==> config.mk <==
export PLATFORM = sky130hd
export DESIGN_NAME = dlsc_mt9v032_decoder
export DESIGN_NICKNAME = d
export VERILOG_FILES = /design/src/rtl/dlsc_mt9v032_decoder.sv
export SDC_FILE = /design/constraint.sdc
export NUM_CORES = 1
export LEC_CHECK = 0
export CAP_MARGIN = 5
export CORE_UTILIZATION = 37
export CTS_BUF_LIST = sky130_fd_sc_hd__clkbuf_16
export DETAILED_ROUTE_END_ITERATION = 7
export PLACE_DENSITY = 0.58
export SLEW_MARGIN = 20
export SYNTH_ARGS = -nofsm -noshare
export SYNTH_HDL_FRONTEND = slang
export SYNTH_SLANG_ARGS = --single-unit
==> constraint.sdc <==
create_clock -name clk -period 4.8 [get_ports clk]
set_input_delay 1.2 -clock clk [delete_from_list [all_inputs] [get_ports clk]]
set_output_delay 1.2 -clock clk [all_outputs]
set_load 0.1 [all_outputs]
==> src/rtl/dlsc_mt9v032_decoder.sv <==
// MT9V032 word-stream decoder: strips embedded sync markers, tracks frame/line state,
// emits pixels with framing strobes, measures geometry and flags protocol errors.
module dlsc_mt9v032_decoder #(
  parameter int XBITS      = 10,
  parameter int YBITS      = 10,
  parameter int MAX_WIDTH  = 752,
  parameter int MAX_HEIGHT = 480
) (
  input  logic             clk,
  input  logic             rst_n,
  input  logic             clk_en,
  input  logic             in_okay,
  input  logic [9:0]       in_data,
  output logic             out_valid,
  output logic [9:0]       out_data,
  output logic             out_frame_start,
  output logic             out_line_start,
  output logic             out_line_end,
  output logic             out_frame_end,
  output logic [XBITS-1:0] out_width,
  output logic [YBITS-1:0] out_height,
  output logic             out_stats_valid,
  output logic             out_error
);

  typedef enum logic [1:0] {ST_IDLE, ST_FRAME, ST_LINE} state_t;

  localparam logic [9:0] CODE_FS = 10'h200;
  localparam logic [9:0] CODE_LS = 10'h100;
  localparam logic [9:0] CODE_LE = 10'h080;
  localparam logic [9:0] CODE_FE = 10'h040;
  localparam logic [XBITS-1:0] MAXW = XBITS'(MAX_WIDTH);
  localparam logic [YBITS-1:0] MAXH = YBITS'(MAX_HEIGHT);

  state_t           state_reg, state_next;
  logic [9:0]       w1_reg, w1_next, w2_reg, w2_next;
  logic             v1_reg, v1_next, v2_reg, v2_next;
  logic [XBITS-1:0] pix_cnt_reg, pix_cnt_next;
  logic [XBITS-1:0] last_width_reg, last_width_next;
  logic [YBITS-1:0] line_cnt_reg, line_cnt_next;

  logic             valid_next, fs_next, ls_next, le_next, fe_next, stats_next, error_next;
  logic [9:0]       data_next;
  logic [XBITS-1:0] width_next;
  logic [YBITS-1:0] height_next;
  logic             is_marker;

  // 0x3FF,0x000 in the window means the incoming word is a sync code
  assign is_marker = v2_reg && v1_reg && (w2_reg == 10'h3FF) && (w1_reg == 10'h000);

  always_comb begin
    state_next      = state_reg;
    w1_next         = w1_reg;
    w2_next         = w2_reg;
    v1_next         = v1_reg;
    v2_next         = v2_reg;
    pix_cnt_next    = pix_cnt_reg;
    last_width_next = last_width_reg;
    line_cnt_next   = line_cnt_reg;
    valid_next      = 1'b0;
    data_next       = out_data;
    fs_next         = 1'b0;
    ls_next         = 1'b0;
    le_next         = 1'b0;
    fe_next         = 1'b0;
    stats_next      = 1'b0;
    error_next      = 1'b0;
    width_next      = out_width;
    height_next     = out_height;

    if (!in_okay) begin
      v1_next    = 1'b0;
      v2_next    = 1'b0;
      state_next = ST_IDLE;
      error_next = (state_reg != ST_IDLE);
    end else if (clk_en) begin
      if (is_marker) begin
        v1_next = 1'b0;
        v2_next = 1'b0;
        case (state_reg)
          ST_IDLE: begin
            if (in_data == CODE_FS) begin
              state_next    = ST_FRAME;
              fs_next       = 1'b1;
              line_cnt_next = '0;
            end
          end
          ST_FRAME: begin
            case (in_data)
              CODE_LS: begin
                if (line_cnt_reg == MAXH) begin
                  error_next = 1'b1;
                  state_next = ST_IDLE;
                end else begin
                  state_next   = ST_LINE;
                  pix_cnt_next = '0;
                  ls_next      = 1'b1;
                end
              end
              CODE_FE: begin
                state_next  = ST_IDLE;
                fe_next     = 1'b1;
                stats_next  = 1'b1;
                height_next = line_cnt_reg;
                width_next  = last_width_reg;
              end
              CODE_FS: begin
                error_next    = 1'b1;
                fs_next       = 1'b1;
                line_cnt_next = '0;
              end
              CODE_LE: error_next = 1'b1;
              default: begin
                error_next = 1'b1;
                state_next = ST_IDLE;
              end
            endcase
          end
          ST_LINE: begin
            if (in_data == CODE_LE) begin
              state_next      = ST_FRAME;
              le_next         = 1'b1;
              line_cnt_next   = line_cnt_reg + YBITS'(1);
              last_width_next = pix_cnt_reg;
              error_next      = (line_cnt_reg != '0) && (pix_cnt_reg != last_width_reg);
            end else begin
              error_next = 1'b1;
              state_next = ST_IDLE;
            end
          end
          default: state_next = ST_IDLE;
        endcase
      end else begin
        w2_next = w1_reg;
        v2_next = v1_reg;
        w1_next = in_data;
        v1_next = 1'b1;
        // only the oldest word is known not to be part of a marker
        if (v2_reg && state_reg == ST_LINE) begin
          if (pix_cnt_reg == MAXW) begin
            error_next = 1'b1;
            state_next = ST_IDLE;
          end else begin
            valid_next   = 1'b1;
            data_next    = w2_reg;
            pix_cnt_next = pix_cnt_reg + XBITS'(1);
            error_next   = (w2_reg == 10'h000) || (w2_reg == 10'h3FF);
          end
        end
      end
    end
  end

  always_ff @(posedge clk) begin
    if (!rst_n) begin
      state_reg       <= ST_IDLE;
      w1_reg          <= '0;
      w2_reg          <= '0;
      v1_reg          <= 1'b0;
      v2_reg          <= 1'b0;
      pix_cnt_reg     <= '0;
      last_width_reg  <= '0;
      line_cnt_reg    <= '0;
      out_valid       <= 1'b0;
      out_data        <= '0;
      out_frame_start <= 1'b0;
      out_line_start  <= 1'b0;
      out_line_end    <= 1'b0;
      out_frame_end   <= 1'b0;
      out_width       <= '0;
      out_height      <= '0;
      out_stats_valid <= 1'b0;
      out_error       <= 1'b0;
    end else begin
      state_reg       <= state_next;
      w1_reg          <= w1_next;
      w2_reg          <= w2_next;
      v1_reg          <= v1_next;
      v2_reg          <= v2_next;
      pix_cnt_reg     <= pix_cnt_next;
      last_width_reg  <= last_width_next;
      line_cnt_reg    <= line_cnt_next;
      out_valid       <= valid_next;
      out_data        <= data_next;
      out_frame_start <= fs_next;
      out_line_start  <= ls_next;
      out_line_end    <= le_next;
      out_frame_end   <= fe_next;
      out_width       <= width_next;
      out_height      <= height_next;
      out_stats_valid <= stats_next;
      out_error       <= error_next;
    end
  end

endmodule

==> results.yml <==
outcome:
  status: "finished clean"
yosys:
  synth-compound-area-share_pct: 11.1
  synthFlopType: "dfxtp_1"
  synth_xor_xnor_area_share_pct: 3.23
  synth_nets: 495
  netlist.area_leader.share_pct: 44.2
  synthesis.area_um2: 4070
  synth_warnings: 0
  synth-edff-count: 0
  synthMuxAreaShare_pct: 9.34
  synthTopCellsByCount: "dfxtp_1 (90), nand2_1 (62), nor2_1 (57)"
  yosysMostFrequentCell: "dfxtp_1"
  synth.yosys.seq_area_share_pct: 44.2
  synthAdderAreaFrac_pct: 2.46
  postSynthCellCount: 473
  synth_cell_types: 52
  synth-simple-area-share_pct: 25.7
  async_reset_ff_share_pct: 0
  avgSynthCellArea_um2: 8.61
  ys_seq_elements: 90
  synth_top_family_by_area: "simple AND/OR/NAND/NOR gates"
  yosys.area.top_type: "dfxtp_1"
  yosys-top-cells-area: "dfxtp_1 (44%), mux2i_1 (9.3%), nand2_1 (5.7%)"
power:
  max-vdd-ir-drop_mv: 0.146
  finalPower_w: 0.00152
  leakage_nw: 1.79
  power.density_nw_per_um2: 307
route:
  wl_met1_um: 4740
  drt-initial-drc-count: 116
  num_vias: 3435
  drc: 0
  wirelength_um: 9950
  route.met2.wl_um: 4670
  ant_nets: 0
  route.met3.wl_um: 381
  drt-vias-per-instance: 5.27
  routed.top_layer: "met4"
  wire_per_inst_um: 15.3
  dr.pass1.iters: 4
setup_path:
  timing.rr.end: "pix_cnt_reg[3]$_SDFFE_PN0P_"
  required_ns: 5.00
  worstPathArrival_ns: 3.75
  worstReg2RegStart: "line_cnt_reg[0]$_SDFFE_PN0P_"
  path_max_fanout: 8
  rr_worst_depth: 8
  worstSetupEndpointType: "flip-flop"
  worstSetupPathType: "in2reg"
  r2r_slack_ns: 2.13
  worstSetupStartpointType: "input port"
die:
  die_w_um: 107
  initial_core_util_pct: 38.8
  io_pins: 51
  coreArea_um2: 10500
  row_count: 37
  dieArea_um2: 11400
  fp.dieH_um: 107
sta:
  grt_setup_unrepaired: "false"
  worst_pin_slew_ns: 0.986
  hold_viol_final: 0
  slew_viol_final: 0
  finalSetupViolCount: 0
  fmax_mhz: 282
  whs_ns: 0.449
  fin_crit_sh_pct: 73.9
  tns_ns: 0
  skew_ns: 0.00865
  finalCriticalPeriod_ns: 3.55
  slew_headroom_pct: 34.1
global_routing:
  grt_pass1_vias: 3250
  grt_max_degree: 57
  grt_pass1_wl_um: 16700
  track_usage_pct: 18.8
  grt_antenna_before_repair: 0
  grt_overflow: 0
hold_path:
  whs_path_depth: 2
  min_to: "out_height[0]$_SDFFE_PN0P_"
  hold_class: "reg2reg"
  hold_start: "out_height[0]$_SDFFE_PN0P_"
place:
  dpl.cell_count: 636
  place_hpwl_um: 7230
  placed_cell_area_um2: 4660
  gp_congestion: 0.822
  port_buffers: 50
cts:
  cts_hold_buf: 0
  htree_levels: 3
  cts_buffers: 9
  path_clk_slew_ns: 0.07
  cts_root_buf: "clkbuf_16"
  cts_resized: 0
  cts.sinks: 90
  cts_tree: "built"
  postCtsSetupBuffers: 0
  max-clock-path-buffers: 2
  clk_latency_ns: 0.34
layout:
  area_growth_pct: 21.7
  fin_cells: 652
  antenna_cells: 0
  n_fill_cell: 1068
  drive_above_1_share_pct: 6.20
  design_area_um2: 4960
  nNetsFinal: 533
flow_run:
  cap_violations: 0
-- kinds of logic after synthesis --
kind of cell             count (synthesis)
adder cells (fa/ha/maj)                  8
AO/OA/AOI/OAI                           77
XOR/XNOR                                15
buffers and inverters                   37
multiplexers                            38
AND/OR/NAND/NOR                        208
flip-flops                              90
-- routing by layer --
metal  track usage (%)  vias up
li1                  -     1748
met1              24.8     1593
met2              30.0       84
met3              4.13       10
met4              7.24        0
met5                 0        -
-- cells in the final DEF, fill, tap and decap left out, drive strengths merged, types with 2 or more instances in the layout --
master and instances:
buf 3, xnor2 9, nor4 12, or3 8
nand4b 4, ha 8, nor4b 2, nand4 8
mux2i 38, o22ai 2, dfxtp 90, or4 9
and2 3, nor2 58, clkdlybuf4s50 50, nor3 13
clkbuf 9, a21oi 42, inv 13, nand3 17
o211ai 4, a31oi 2, and3 4, nor4bb 2
xor2 6, clkinv 3, o311ai 3, o21ai 13
nand2 62, or2 3, o31ai 3
-- metrics by stage --
stage	worst slack (ns)	utilization (%)
after detailed placement	0.951	44.3
after global routing	1.05	47.2
after CTS	1.33	47.2
after global placement	1.01	44.3
after floorplan	1.82	-
final	1.25	47.2
-- critical path, cell delays in order --
cell and delay (ns):
clkdlybuf4s50_1 0.43, nor4_2 0.72, nand4b_1 0.27, a21oi_1 0.33, nand2_1 0.17, o21ai_1 0.50, nor2_1 0.12
-- where the power goes --
group	internal [W]	total [W]	switching [W]
Sequential	0.000753	0.000759	0.00000593
Combinational	0.0000236	0.0000605	0.0000369
Clock	0.000407	0.000704	0.000297
-- cell type report --
cell class	instances	area (µm²)	area share, %
inverter	11	41.3	0.833
tap	136	170	3.43
timing repair buffer	53	523	10.6
multi-input combinational	346	2120	42.8
clock buffer	9	225	4.54
clock inverter	7	73.8	1.49
sequential	90	1800	36.4
-- how the worst max path moves through the flow --
stage                    start                            to  slack, ns
finish              in_data[3]  line_cnt_reg[1]$_SDFFE_PN0P_       1.25
global route        in_data[3]  line_cnt_reg[9]$_SDFFE_PN0P_       1.05
CTS                 in_data[3]  line_cnt_reg[7]$_SDFFE_PN0P_       1.33
detailed placement  in_data[3]  line_cnt_reg[9]$_SDFFE_PN0P_       0.95
global placement    in_data[3]  line_cnt_reg[7]$_SDFFE_PN0P_       1.01
floorplan           in_data[8]  line_cnt_reg[3]$_SDFFE_PN0P_       1.82
(Power assumes the default switching activity.)
